===== src/rtl/mem_arbiter.sv =====
// ---------------------------------------------------------------------------
// mem_arbiter
//
// Two-master arbiter in front of a single shared memory port. The
// instruction-fetch master (read only) and the load/store master compete for
// the port, with at most one transaction in flight.
//
// Data requests normally win. After STARVE_MAX consecutive data wins while
// fetch was also waiting, fetch is given the next grant.
//
// Each transaction runs IDLE -> BUSY_I/BUSY_D -> RESP -> IDLE:
//   - the grant is combinational in the IDLE cycle;
//   - the command is registered and held on the memory port while BUSY;
//   - read data is captured on mem_ready;
//   - the owner's rvalid pulses for one cycle in RESP.
//
// Optional build macro:
//   MEM_ARB_TIMEOUT_EN  enables a response watchdog. If a BUSY phase lasts
//                       TIMEOUT cycles without mem_ready, the transaction
//                       completes with all-ones data and the sticky err flag
//                       is set until reset. Without the macro, BUSY waits
//                       forever and err is tied low.
//
// Parameters:
//   AW          address width
//   DW          data width (byte enables are DW/8 wide)
//   STARVE_MAX  consecutive data wins tolerated while fetch waits
//   TIMEOUT     watchdog limit in cycles (only with MEM_ARB_TIMEOUT_EN)
//
// Ports:
//   clk, rst                                 clock, synchronous active-low reset
//   i_req, i_addr                            fetch request and address
//   i_gnt, i_rvalid, i_rdata                 fetch accept, completion pulse, data
//   d_req, d_we, d_addr, d_wdata, d_be       load/store request
//   d_gnt, d_rvalid, d_rdata                 data accept, completion pulse, data
//   mem_req, mem_we, mem_addr, mem_wdata,
//   mem_be                                   command to the shared memory port
//   mem_ready, mem_rdata                     memory completion strobe and data
//   busy                                     high whenever not IDLE
//   err                                      sticky watchdog timeout flag
// ---------------------------------------------------------------------------
module mem_arbiter #(
    parameter int AW         = 32,
    parameter int DW         = 32,
    parameter int STARVE_MAX = 4,
    parameter int TIMEOUT    = 64
) (
    input  logic            clk,
    input  logic            rst,

    input  logic            i_req,
    input  logic [AW-1:0]   i_addr,
    output logic            i_gnt,
    output logic            i_rvalid,
    output logic [DW-1:0]   i_rdata,

    input  logic            d_req,
    input  logic            d_we,
    input  logic [AW-1:0]   d_addr,
    input  logic [DW-1:0]   d_wdata,
    input  logic [DW/8-1:0] d_be,
    output logic            d_gnt,
    output logic            d_rvalid,
    output logic [DW-1:0]   d_rdata,

    output logic            mem_req,
    output logic            mem_we,
    output logic [AW-1:0]   mem_addr,
    output logic [DW-1:0]   mem_wdata,
    output logic [DW/8-1:0] mem_be,
    input  logic            mem_ready,
    input  logic [DW-1:0]   mem_rdata,

    output logic            busy,
    output logic            err
);

    localparam int BW = DW / 8;
    localparam int SW = $clog2(STARVE_MAX + 1);

    if (STARVE_MAX < 1 || TIMEOUT < 1 || (DW % 8) != 0) begin : g_param_check
        $error("mem_arbiter: illegal parameter set");
    end

    typedef enum logic [1:0] {
        IDLE   = 2'd0,
        BUSY_I = 2'd1,
        BUSY_D = 2'd2,
        RESP   = 2'd3
    } state_t;

    state_t          state;
    state_t          state_nxt;

    logic [SW-1:0]   starve_cnt;
    logic            owner_d;      // 1 when the load/store side owns the transaction
    logic            starve_hit;
    logic            win_i;
    logic            win_d;
    logic            in_busy;
    logic            timeout_hit;

    // -----------------------------------------------------------------------
    // Arbitration.
    // Grants are suppressed while reset is asserted, so every output is low
    // for the whole time rst is held at 0.
    // -----------------------------------------------------------------------
    always_comb begin
        starve_hit = (starve_cnt == SW'(STARVE_MAX));
        win_d      = rst && (state == IDLE) && d_req && !(i_req && starve_hit);
        win_i      = rst && (state == IDLE) && i_req && !win_d;
        in_busy    = (state == BUSY_I) || (state == BUSY_D);
    end

    // -----------------------------------------------------------------------
    // Response watchdog (optional).
    // The counter is zeroed while IDLE, which covers every BUSY entry, so it
    // reads 0 in the first BUSY cycle. timeout_hit fires in the cycle the
    // count equals TIMEOUT; RESP follows one cycle later.
    // -----------------------------------------------------------------------
`ifdef MEM_ARB_TIMEOUT_EN
    localparam int TW = $clog2(TIMEOUT + 1);

    logic [TW-1:0] tmo_cnt;

    assign timeout_hit = in_busy && !mem_ready && (tmo_cnt == TW'(TIMEOUT));

    always_ff @(posedge clk) begin
        if (!rst) begin
            tmo_cnt <= '0;
            err     <= 1'b0;
        end else begin
            if (!in_busy) begin
                tmo_cnt <= '0;
            end else if (!timeout_hit) begin
                tmo_cnt <= tmo_cnt + 1'b1;
            end
            if (timeout_hit) begin
                err <= 1'b1;
            end
        end
    end
`else
    assign timeout_hit = 1'b0;
    assign err         = 1'b0;
`endif

    // -----------------------------------------------------------------------
    // FSM state register
    // -----------------------------------------------------------------------
    always_ff @(posedge clk) begin
        if (!rst) begin
            state <= IDLE;
        end else begin
            state <= state_nxt;
        end
    end

    // -----------------------------------------------------------------------
    // FSM next state and outputs
    // -----------------------------------------------------------------------
    always_comb begin
        state_nxt = state;
        i_gnt     = 1'b0;
        d_gnt     = 1'b0;
        i_rvalid  = 1'b0;
        d_rvalid  = 1'b0;
        mem_req   = 1'b0;
        busy      = 1'b1;
        case (state)
            IDLE: begin
                busy = 1'b0;
                if (win_d) begin
                    d_gnt     = 1'b1;
                    state_nxt = BUSY_D;
                end else if (win_i) begin
                    i_gnt     = 1'b1;
                    state_nxt = BUSY_I;
                end
            end
            BUSY_I, BUSY_D: begin
                mem_req = 1'b1;
                if (mem_ready || timeout_hit) begin
                    state_nxt = RESP;
                end
            end
            RESP: begin
                i_rvalid  = !owner_d;
                d_rvalid  = owner_d;
                state_nxt = IDLE;
            end
            default: begin
                state_nxt = IDLE;
            end
        endcase
    end

    // -----------------------------------------------------------------------
    // Command latch, starvation counter and response capture.
    // Read data lands directly in the owner's rdata register on completion,
    // so it is valid during the RESP pulse and holds until the next
    // completion for that master. A timed-out transaction returns all ones.
    // -----------------------------------------------------------------------
    always_ff @(posedge clk) begin
        if (!rst) begin
            starve_cnt <= '0;
            owner_d    <= 1'b0;
            mem_we     <= 1'b0;
            mem_addr   <= '0;
            mem_wdata  <= '0;
            mem_be     <= '0;
            i_rdata    <= '0;
            d_rdata    <= '0;
        end else begin
            if (win_d) begin
                owner_d   <= 1'b1;
                mem_we    <= d_we;
                mem_addr  <= d_addr;
                mem_wdata <= d_wdata;
                mem_be    <= d_be;
                if (!i_req) begin
                    starve_cnt <= '0;
                end else if (!starve_hit) begin
                    starve_cnt <= starve_cnt + 1'b1;
                end
            end else if (win_i) begin
                owner_d    <= 1'b0;
                mem_we     <= 1'b0;
                mem_addr   <= i_addr;
                mem_wdata  <= '0;
                mem_be     <= {BW{1'b1}};
                starve_cnt <= '0;
            end

            if (in_busy && mem_ready) begin
                if (owner_d) begin
                    d_rdata <= mem_rdata;
                end else begin
                    i_rdata <= mem_rdata;
                end
            end else if (timeout_hit) begin
                if (owner_d) begin
                    d_rdata <= {DW{1'b1}};
                end else begin
                    i_rdata <= {DW{1'b1}};
                end
            end
        end
    end

endmodule

===== config.mk =====
export PLATFORM = sky130hd
export DESIGN_NAME = mem_arbiter
export DESIGN_NICKNAME = d
export VERILOG_FILES = /design/src/rtl/mem_arbiter.sv
export SDC_FILE = /design/constraint.sdc
export NUM_CORES = 1
export LEC_CHECK = 0
export CAP_MARGIN = 25
export CORE_AREA = 2 2 118 120
export DETAILED_ROUTE_END_ITERATION = 7
export DIE_AREA = 0 0 120 122
export GPL_TIMING_DRIVEN = 0
export PLACE_DENSITY = 0.88
export SYNTH_ARGS = -nofsm -noshare
export SYNTH_HDL_FRONTEND = slang
export SYNTH_SLANG_ARGS = --single-unit

===== constraint.sdc =====
create_clock -name clk -period 4.8 [get_ports clk]
set_clock_uncertainty 0.1 [all_clocks]
set_input_delay 0.48 -clock clk [delete_from_list [all_inputs] [get_ports clk]]
set_output_delay 0.48 -clock clk [all_outputs]
set_load 0.005 [all_outputs]

==> flow_metrics.py, run 1 <==
metrics = {
    "run_status": {
        "status": "finished, final reports clean",
    },
    "floorplanning": {
        "die_h_microns": 122,
        "die-area_sq_mm": 0.01464,
        "rows": 43,
        "core-area_sq_mm": 0.01350,
        "die_w_microns": 120,
        "ios": 278,
        "initial_core_util_pct": 42.69,
    },
    "pwr": {
        "p_clk_share_pct": 35.3,
        "swShare_pct": 28.50,
        "pwr-share-seq_pct": 35.4,
        "p_comb_share_pct": 29.3,
        "power.density_mw_per_mm2": 431.5,
        "p_switching_uw": 1154,
        "vdd_ir_drop_max_mv": 0.2317,
        "power.internal_uw": 2897,
        "p_leak_uw": 0.003308,
    },
    "drt": {
        "vias": 6323,
        "vias_per_cell": 5.345,
        "dr.pass1.iters": 5,
        "ant_nets": 0,
        "avgRoutedWirePerCell_microns": 16.77,
        "drtIter0Drc": 429,
        "routed_wl_mm": 19.84,
        "route.detailed.drc": 0,
    },
    "job": {
        "cap_violations": 0,
    },
    "timing": {
        "fin_crit_ps": 3134,
        "worst_slew_pin_slew_ps": 809.4,
        "worst_slack_ps": 1666,
        "slew_headroom_pct": 46.04,
        "grt_setup_unrepaired": "no",
        "final.setup.tns_ps": 0,
        "fin_crit_sh_pct": 65.30,
        "setup_viol": 0,
        "final-hold-violation-count": 0,
        "maxSlewViolCount": 0,
        "max_freq_mhz": 319.0,
    },
    "yosys": {
        "ys_ff_latch": 139,
        "synth_edf_count": 0,
        "postSynthCellCount": 696,
        "avgSynthCellArea_sq_um": 8.282,
        "synth_fp_nets": 839,
        "synth-seq-area-share_pct": 48.27,
        "ys_async_sr_fraction_pct": 0,
        "yosys_warnings": 0,
        "yosysUniqueCellTypes": 37,
        "synth-main-ff-cell": "dfxtp_1",
        "synth.cell_area_sq_mm": 0.005764,
    },
    "critical_path": {
        "cpMaxStageDelayCell": "clkdlybuf4s50_1",
        "arrival_ps": 2550,
        "ff2ff_setup_slack_ps": 2760,
        "cp_num_cells": 10,
        "cp_top_family": "buffers and inverters",
        "worst-setup-path-type": "register to output port",
        "cp.required_ps": 4220,
        "startpoint": "state[0]",
        "reg2regPathDepth": 6,
        "crit_fanout": 10,
        "critPathLaunchType": "register",
        "end_kind": "output port",
        "path_buf_inv": 6,
        "max_stage_delay_ps": 510,
        "crit_chain": "inv_1, ha_1, buf_4, and3_1, buf_4, nand2_4, buf_6, inv_1, nor2_1, clkdlybuf4s50_1",
        "regToRegStartpoint": "state[0]",
    },
    "finish": {
        "drive_above_1_share_pct": 9.571,
        "fin_area_sq_mm": 0.009388,
        "syn2layout_area_growth_pct": 62.86,
        "nNetsFinal": 1133,
        "diodes": 0,
    },
    "global_routing": {
        "antenna_found_initial": 0,
        "grt_max_degree": 17,
        "grt_pass1_wl_mm": 30.32,
        "grt.overflow.total": 0,
        "grt_pass1_vias": 5998,
        "grt.total_usage_pct": 26.32,
    },
    "placed_design": {
        "hpwl_mm": 14.28,
        "place_congestion": 0.8213,
        "preCtsSetupSlack_ps": 1901,
        "io_buffers": 275,
        "dpl_cell_area_sq_mm": 0.008742,
    },
    "clocking": {
        "clock_tree.htree_level_count": 4,
        "cts_tree": "done",
        "cts_resized": 0,
        "clkLatencyLatePin_ps": 420,
        "cts_root_buf": "clkbuf_16",
        "hold_buffers": 0,
        "post_cts_buffers": 0,
        "clk_pin_slew_ps": 50,
        "cts.path.max_buffers": 2,
        "cts.sinks": 139,
        "numCtsBuffers": 17,
    },
    "min_path": {
        "holdCritStartpoint": "rst",
        "hold_path_depth": 3,
        "hold_path_class": "primary input to register",
    },
}
## cell type report
cell class,count,area [sq um]
repair buffers,275,2753
well taps,180,225.2
flip-flops and latches,139,2783
clock buffers,23,488.0
plain buffers,71,407.9
inverters,8,30.03
clock inverters,9,157.7
multi-input cells,478,2544
fillers,1039,4116
## cell usage in the layout, fill, tap and decap left out, types with 2 or more instances in the layout
cell type,netlist,routed
nand2b_1,2,2
a311oi_2,13,13
nor3_1,32,32
ha_1,5,5
a311oi_1,19,19
buf_2,35,35
and3_1,4,4
clkbuf_8,0,4
dfxtp_1,139,139
o211ai_1,36,36
buf_4,6,6
bufinv_16,0,4
buf_8,4,4
o22ai_1,4,4
nor2_1,3,3
clkbuf_16,0,17
clkbuf_1,21,23
nand4_1,3,3
inv_1,8,8
nand2_1,195,195
clkdlybuf4s50_1,0,275
a21oi_1,105,105
nand3_1,41,41
buf_6,4,4
clkinvlp_4,0,2
## Yosys cell counts, types with 2 or more instances
library cell | instances | area share, %
nand2_1 | 195 | 13
a21oi_1 | 105 | 9.1
a311oi_2 | 13 | 3.4
nand3_1 | 41 | 3.6
ha_1 | 5 | 1.1
and3_1 | 4 | 0.43
nand2b_1 | 2 | 0.22
buf_8 | 4 | 1.0
buf_4 | 6 | 0.78
nor3_1 | 32 | 2.8
a311oi_1 | 19 | 2.9
nand4_1 | 3 | 0.33
o22ai_1 | 4 | 0.43
nor2_1 | 3 | 0.20
o211ai_1 | 36 | 4.7
buf_2 | 35 | 3.0
inv_1 | 8 | 0.52
buf_6 | 4 | 0.78
dfxtp_1 | 139 | 48
clkbuf_1 | 21 | 1.4
## worst reg2reg max path: stages, from the launching register on
cell and delay (ps):
dfxtp_1 360, inv_1 80, ha_1 400, nand3_1 270, clkbuf_1 410, nand2_1 130, a21oi_1 200
## flip-flops by register name (all words and copies together), names as in the netlist
name / flops
d_rdata: 32
i_rdata: 32
mem_addr: 32
mem_be: 4
mem_wdata: 32
mem_we: 1
owner_d: 1
starve_cnt: 3
state: 2
## worst paths after layout
| kind | to |
|---|---|
| worst min-delay path | state[0] |
| worst min register to register | i_rdata[18] |
| worst max register to register | d_rdata[26] |
| worst max-delay path | i_gnt |
## power by group through the flow
stage	Sequential (uW)	Clock, uW	Combinational [uW]
floorplan	1460	0	525
CTS	1430	1440	1190
detailed placement	1450	0	1180
global placement	1450	0	1160
finish	1430	1430	1190
global route	1450	1500	1290
## stage by stage
| stage | power [uW] | util [%] | std cells | hold slack, ps |
|---|---|---|---|---|
| after floorplan | 1983 | - | 696 | 352.7 |
| after global placement | 2606 | 64.74 | 1151 | 341.4 |
| after detailed placement | 2630 | 64.74 | 1151 | 345.6 |
| after CTS | 4062 | 69.52 | 1183 | 286.7 |
| after global routing | 4236 | 69.52 | 1183 | 316.5 |
| final | 4051 | 69.52 | 1183 | 295.9 |
## layer usage
layer / wire length (microns) / global-route usage (%) / vias to the layer above
li1: - / - / 3014
met1: 7958 / 30.60 / 2940
met2: 9626 / 45.28 / 305
met3: 1549 / 7.257 / 64
met4: 708 / 11.76 / 0
met5: 0 / 0 / -
## kinds of logic (layout without fill, tap and decap cells)
family                     Yosys count  in the layout  share of synthesized area (%)
AOI/OAI and AO/OA                  182            182                          21.23
and+or+nand+nor                    290            290                          21.75
adders and majority gates            5              5                          1.085
DFF                                139            139                          48.27
other                                1              1                        0.06506
buffers and inverters               79            386                          7.597
(Power assumes the default switching activity.)
==> run 2, diff against run 1 <==
- CORE_AREA: 2 2 118 120 -> 2 2 122 124
- DIE_AREA: 0 0 120 122 -> 0 0 124 126
- PLACE_DENSITY: 0.88 -> 0.84
- clock period: 4.8 -> 3.04 ns (I/O delays scaled with it)
==> run 2 against run 1 <==
Cell area shrank 0.49%. Critical endpoint unchanged. Non-clock buffer count did not move. Sequential power increased by 58%. Clock-buffer cell count shrank 4. Clock power is 45% higher. Global-route usage is 1.5 points lower. Power grew 53%. Critical path depth unchanged.
==> flow_metrics.py, run 2 (synthesized netlist as in run 1, its figures left out) <==
metrics = {
    "drt": {
        "avgRoutedWirePerCell_microns": 16.75,
        "vias": 6255,
        "vias_per_cell": 5.278,
        "ant_nets": 0,
        "dr.pass1.iters": 6,
        "route.detailed.drc": 0,
        "drtIter0Drc": 398,
        "routed_wl_mm": 19.85,
    },
    "clocking": {
        "post_cts_buffers": 0,
        "cts_tree": "done",
        "numCtsBuffers": 17,
        "clk_pin_slew_ps": 50,
        "cts_root_buf": "clkbuf_16",
        "cts.sinks": 139,
        "hold_buffers": 0,
        "cts.path.max_buffers": 2,
        "clock_tree.htree_level_count": 4,
        "clkLatencyLatePin_ps": 420,
    },
    "job": {
        "cap_violations": 0,
    },
    "critical_path": {
        "max_stage_delay_ps": 510,
        "regToRegStartpoint": "state[0]",
        "crit_chain": "inv_1, ha_1, buf_4, and3_1, buf_4, nand2_8, buf_8, inv_1, nor2_1, clkdlybuf4s50_1",
        "endpoint": "i_gnt",
        "rr_endpoint": "mem_addr[4]",
        "crit_fanout": 10,
        "cpMaxStageDelayCell": "clkdlybuf4s50_1",
        "startpoint": "state[0]",
        "worst-setup-path-type": "register to output port",
        "reg2regPathDepth": 7,
        "ff2ff_setup_slack_ps": 1080,
        "cp.required_ps": 2640,
        "critPathLaunchType": "register",
        "arrival_ps": 2470,
        "end_kind": "output port",
    },
    "global_routing": {
        "grt_pass1_vias": 6044,
        "grt_pass1_wl_mm": 30.35,
        "grt.total_usage_pct": 24.85,
        "antenna_found_initial": 0,
        "grt.overflow.total": 0,
        "grt_max_degree": 17,
    },
    "floorplanning": {
        "die_w_microns": 124,
        "die-area_sq_mm": 0.01562,
        "rows": 44,
        "ios": 278,
        "core-area_sq_mm": 0.01431,
        "initial_core_util_pct": 40.27,
        "die_h_microns": 126,
    },
    "timing": {
        "fin_crit_sh_pct": 94.58,
        "setup_viol": 0,
        "final-hold-violation-count": 0,
        "fin_crit_ps": 2875,
        "max_freq_mhz": 347.8,
        "worst_slew_pin_slew_ps": 755.4,
        "maxSlewViolCount": 0,
        "worst_slack_ps": 164.7,
        "final.setup.tns_ps": 0,
        "grt_setup_unrepaired": "no",
        "slew_headroom_pct": 49.64,
    },
    "pwr": {
        "power.density_mw_per_mm2": 665.3,
        "p_clk_share_pct": 33.3,
        "vdd_ir_drop_max_mv": 0.3973,
        "power.internal_uw": 4395,
        "p_comb_share_pct": 30.3,
        "pwr-share-seq_pct": 36.4,
        "p_leak_uw": 0.003281,
        "p_switching_uw": 1820,
        "swShare_pct": 29.29,
    },
    "finish": {
        "most-common-layout-cells": "clkdlybuf4s50_1, nand2_1, dfxtp_1, a21oi_1, nand3_1",
        "nNetsFinal": 1133,
        "instances_no_fill": 1185,
        "drive_above_1_share_pct": 9.590,
        "syn2layout_area_growth_pct": 62.06,
        "fin_area_sq_mm": 0.009341,
        "final_common_cell": "clkdlybuf4s50_1",
        "diodes": 0,
    },
    "min_path": {
        "hold_path_class": "primary input to register",
        "holdCritStartpoint": "rst",
    },
    "placed_design": {
        "preCtsSetupSlack_ps": 465.0,
        "place_congestion": 0.8236,
        "dpl_cell_area_sq_mm": 0.008747,
        "io_buffers": 275,
        "hpwl_mm": 14.36,
        "place_inst": 1155,
    },
    "run_status": {
        "status": "finished, final reports clean",
    },
}
## run 2: power by group through the flow
| stage | sequential (uW) | clock [uW] | combinational (uW) |
|---|---|---|---|
| floorplan | 2300 | 0 | 829 |
| global placement | 2280 | 0 | 1840 |
| detailed placement | 2290 | 0 | 1870 |
| CTS | 2260 | 2100 | 1880 |
| global route | 2290 | 2180 | 2040 |
| finish | 2260 | 2070 | 1880 |
## run 2: area by class of cell
type | count | area [sq um]
Fill cell | 1202 | 4972
Sequential cell | 139 | 2785
Timing Repair Buffer | 275 | 2753
Multi-Input combinational cell | 478 | 2552
Clock buffer | 19 | 432.9
Buffer | 71 | 411.6
Tap cell | 184 | 230.2
Clock inverter | 11 | 146.4
Inverter | 8 | 30.03
## run 2: worst min-delay path by stage
stage	endpoint	cells past startpoint
6_report	state[0]	3
5_1_grt	state[0]	3
4_1_cts	state[0]	3
3_5_place_dp	i_rdata[21]	2
3_3_place_gp	i_rdata[21]	2
2_1_floorplan	d_rdata[0]	2
## run 2: per-stage QoR
stage                     util, %  hold WS (ps)  power (uW)
after global placement      61.11         341.4        4129
after detailed placement    61.11         346.6        4161
final                       65.26         108.8        6215
after CTS                   65.16         98.34        6236
after floorplan                 -         340.0        3131
after global routing        65.26         106.4        6518
## run 2: worst max-delay path, delay by kind of cell, from the launching register on
| family | cells | cell delay, ps |
|---|---|---|
| AND/OR/NAND/NOR | 3 | 390 |
| adder cells (fa/ha/maj) | 1 | 180 |
| flip-flops | 1 | 340 |
| buffers and inverters | 6 | 1130 |
## run 2: layer usage
metal  GRT usage (%)  up-vias  share of wire (%)
met5               0        -                  0
met4           10.77        0                3.1
met3           7.111       44                7.6
met2           41.14      260                 48
met1           29.82     2929                 42
li1                -     3022                  -
## run 2: what timing repair did
item,4_1_cts,5_1_grt
gates resized for setup,0,4
endpoints found under the hold margin,0,0
setup endpoints to repair,0,1
==> edit (settings of run 2) <==
The option `MEM_ARB_TIMEOUT_EN` is turned on by a define.
--- a/src/rtl/mem_arbiter.sv
+++ b/src/rtl/mem_arbiter.sv
@@ -40,4 +40,6 @@
 //   err                                      sticky watchdog timeout flag
 // ---------------------------------------------------------------------------
+`define MEM_ARB_TIMEOUT_EN
+
 module mem_arbiter #(
     parameter int AW         = 32,
Formal check against the unedited RTL: no difference found for any inputs over 4 cycles, from zero or initial values and one cycle with rst low; that may be too few to reach the edited logic, so the function may still have changed.
==> edit against run 2 <==
Setup slack improved by 59 ps. Utilization rose by 3.4 points. Cell area rose by 5.2%. Area after synthesis rose by 7.6%. Total power rose by 12%. Sequential cell count rose by 8. Wire length rose by 1.3%. Die area did not move.
==> edit: results (changes against run 2) <==
<table>
<tr><th>Metric</th><th>Value</th></tr>
<tr><th colspan="2">Placed design</th></tr>
<tr><td>Worst setup timing slack at the placement stage</td><td>324 ps (-142 ps)</td></tr>
<tr><td>Dpl hpwl</td><td>14700 um (+2.6%)</td></tr>
<tr><td>Routability congestion estimate from global placement</td><td>0.827 (+0.36%)</td></tr>
<tr><th colspan="2">Yosys</th></tr>
<tr><td>Most area-consuming cells after synthesis</td><td>sky130_fd_sc_hd__dfxtp_1 (47%), sky130_fd_sc_hd__o211a_1 (11%), sky130_fd_sc_hd__nand2_1 (6.2%)</td></tr>
<tr><td>Distinct cells, synth</td><td>35 (-5.4%)</td></tr>
<tr><td>Number of nets produced by synthesis</td><td>787 (-6.2%)</td></tr>
<tr><td>Synth Area per Inst</td><td>9.64 um^2 (+16%)</td></tr>
<tr><td>Top cells by count, synth</td><td>sky130_fd_sc_hd__dfxtp_1 (147), sky130_fd_sc_hd__nand2_1 (103), sky130_fd_sc_hd__o211a_1 (68), sky130_fd_sc_hd__nand3_1 (44), sky130_fd_sc_hd__nor2_1 (39)</td></tr>
<tr><td>Part of the Yosys area used for sequential elements</td><td>47.5% (-0.82 points)</td></tr>
<tr><th colspan="2">Worst setup path</th></tr>
<tr><td>Worst-case register-to-register setup slack</td><td>790 ps (-290 ps)</td></tr>
<tr><td>Max stage delay on crit path</td><td>530 ps (+20 ps)</td></tr>
<tr><td>Worst reg2reg path endpoint</td><td>d_rdata[16]$_SDFFE_PN0P_</td></tr>
<tr><td>Worst Reg2Reg Path Length in Cells</td><td>8 (+1)</td></tr>
<tr><td>WP data arrival</td><td>2410 ps (-60 ps)</td></tr>
<tr><th colspan="2">Routing</th></tr>
<tr><td>Detailed Route Iter0 Violations</td><td>269 (-32%)</td></tr>
<tr><td>DRT Pass-1 Iters</td><td>5 (-1)</td></tr>
<tr><td>Average wire per cell in the routed design</td><td>17.7 um (+5.9%)</td></tr>
<tr><td>Vias after detailed routing</td><td>5919 (-5.4%)</td></tr>
<tr><th colspan="2">Final layout</th></tr>
<tr><td>Area growth, synth to finish</td><td>58.4%</td></tr>
<tr><td>Ratio of cells with drive above 1 in the final layout</td><td>6.01% (-3.6 points)</td></tr>
<tr><th colspan="2">Timing</th></tr>
<tr><td>Min Hold Slack</td><td>339 ps (+230 ps)</td></tr>
<tr><td>Slew at the pin with the worst max-slew slack</td><td>727 ps (-28.3 ps)</td></tr>
<tr><th colspan="2">Status</th></tr>
<tr><td>Status</td><td>completed</td></tr>
<tr><th colspan="2">Global routing</th></tr>
<tr><td>Overall track demand over capacity in global routing</td><td>25.2% (+0.35 points)</td></tr>
<tr><td>Met1 capacity usage during global routing</td><td>27.0% (-2.8 points)</td></tr>
<tr><td>First-pass GRT wire length</td><td>30300 um (about the same)</td></tr>
<tr><td>Via count of the first global-routing pass</td><td>5804 (-4.0%)</td></tr>
<tr><th colspan="2">Min path</th></tr>
<tr><td>Terminating pin of the worst hold path</td><td>mem_wdata[25]$_SDFFE_PN0P_</td></tr>
</table>
edit: kinds of logic after synthesis:
kind of cell    synth area share (%)
compound gates                  25.0
xor+xnor                       0.847
simple gates                    14.4
flops                           47.5
buf+inv                         5.37
fa+ha+maj                       1.21
mux                             5.65
edit: layout make-up:
cell class	instances	area (um^2)	area share, %
tap	184	230	2.34
sequential	147	2940	30.0
clock inverter	10	156	1.59
clock buffer	20	467	4.75
multi-input combinational	426	2930	29.8
inverter	9	33.8	0.344
timing repair buffer	277	2770	28.2
buffer	60	295	3.01
edit: power by group through the flow:
stage | combinational, mW | clock [mW] | sequential, mW
after detailed placement | 2.30 | 0 | 2.48
after floorplan | 1.10 | 0 | 2.49
final | 2.30 | 2.22 | 2.44
after CTS | 2.33 | 2.26 | 2.44
after global placement | 2.28 | 0 | 2.46
after global routing | 2.50 | 2.33 | 2.48
edit: timing repair:
item                                    4_1_cts  5_1_grt
setup buffers                                 0        0
endpoints found under the setup margin        0        1
endpoints found under the hold margin         0        0
gates resized for setup                       0        0
edit: worst min-delay path: cells and delay by family:
kind,cells,cell delay [ps]
AOI/OAI and AO/OA,1,50
and+or+nand+nor,1,60
buffers and inverters,1,400
edit: worst max-delay path by stage:
stage	slack, ps	from	cells past startpoint	end
floorplan	1190	state[0]$_SDFFE_PN0P_	7	d_rdata[2]$_SDFFE_PN0P_
global placement	340	rst	7	i_gnt
detailed placement	320	rst	7	i_gnt
CTS	150	state[0]$_SDFFE_PN0P_	7	i_gnt
global route	40	owner_d$_SDFFE_PN0P_	5	d_rvalid
finish	220	owner_d$_SDFFE_PN0P_	5	d_rvalid
edit: per-layer routing:
metal	vias up	share of wire [%]
met2	238	48
met4	0	2.7
met5	-	0
met3	37	12
met1	2785	37
li1	2859	-
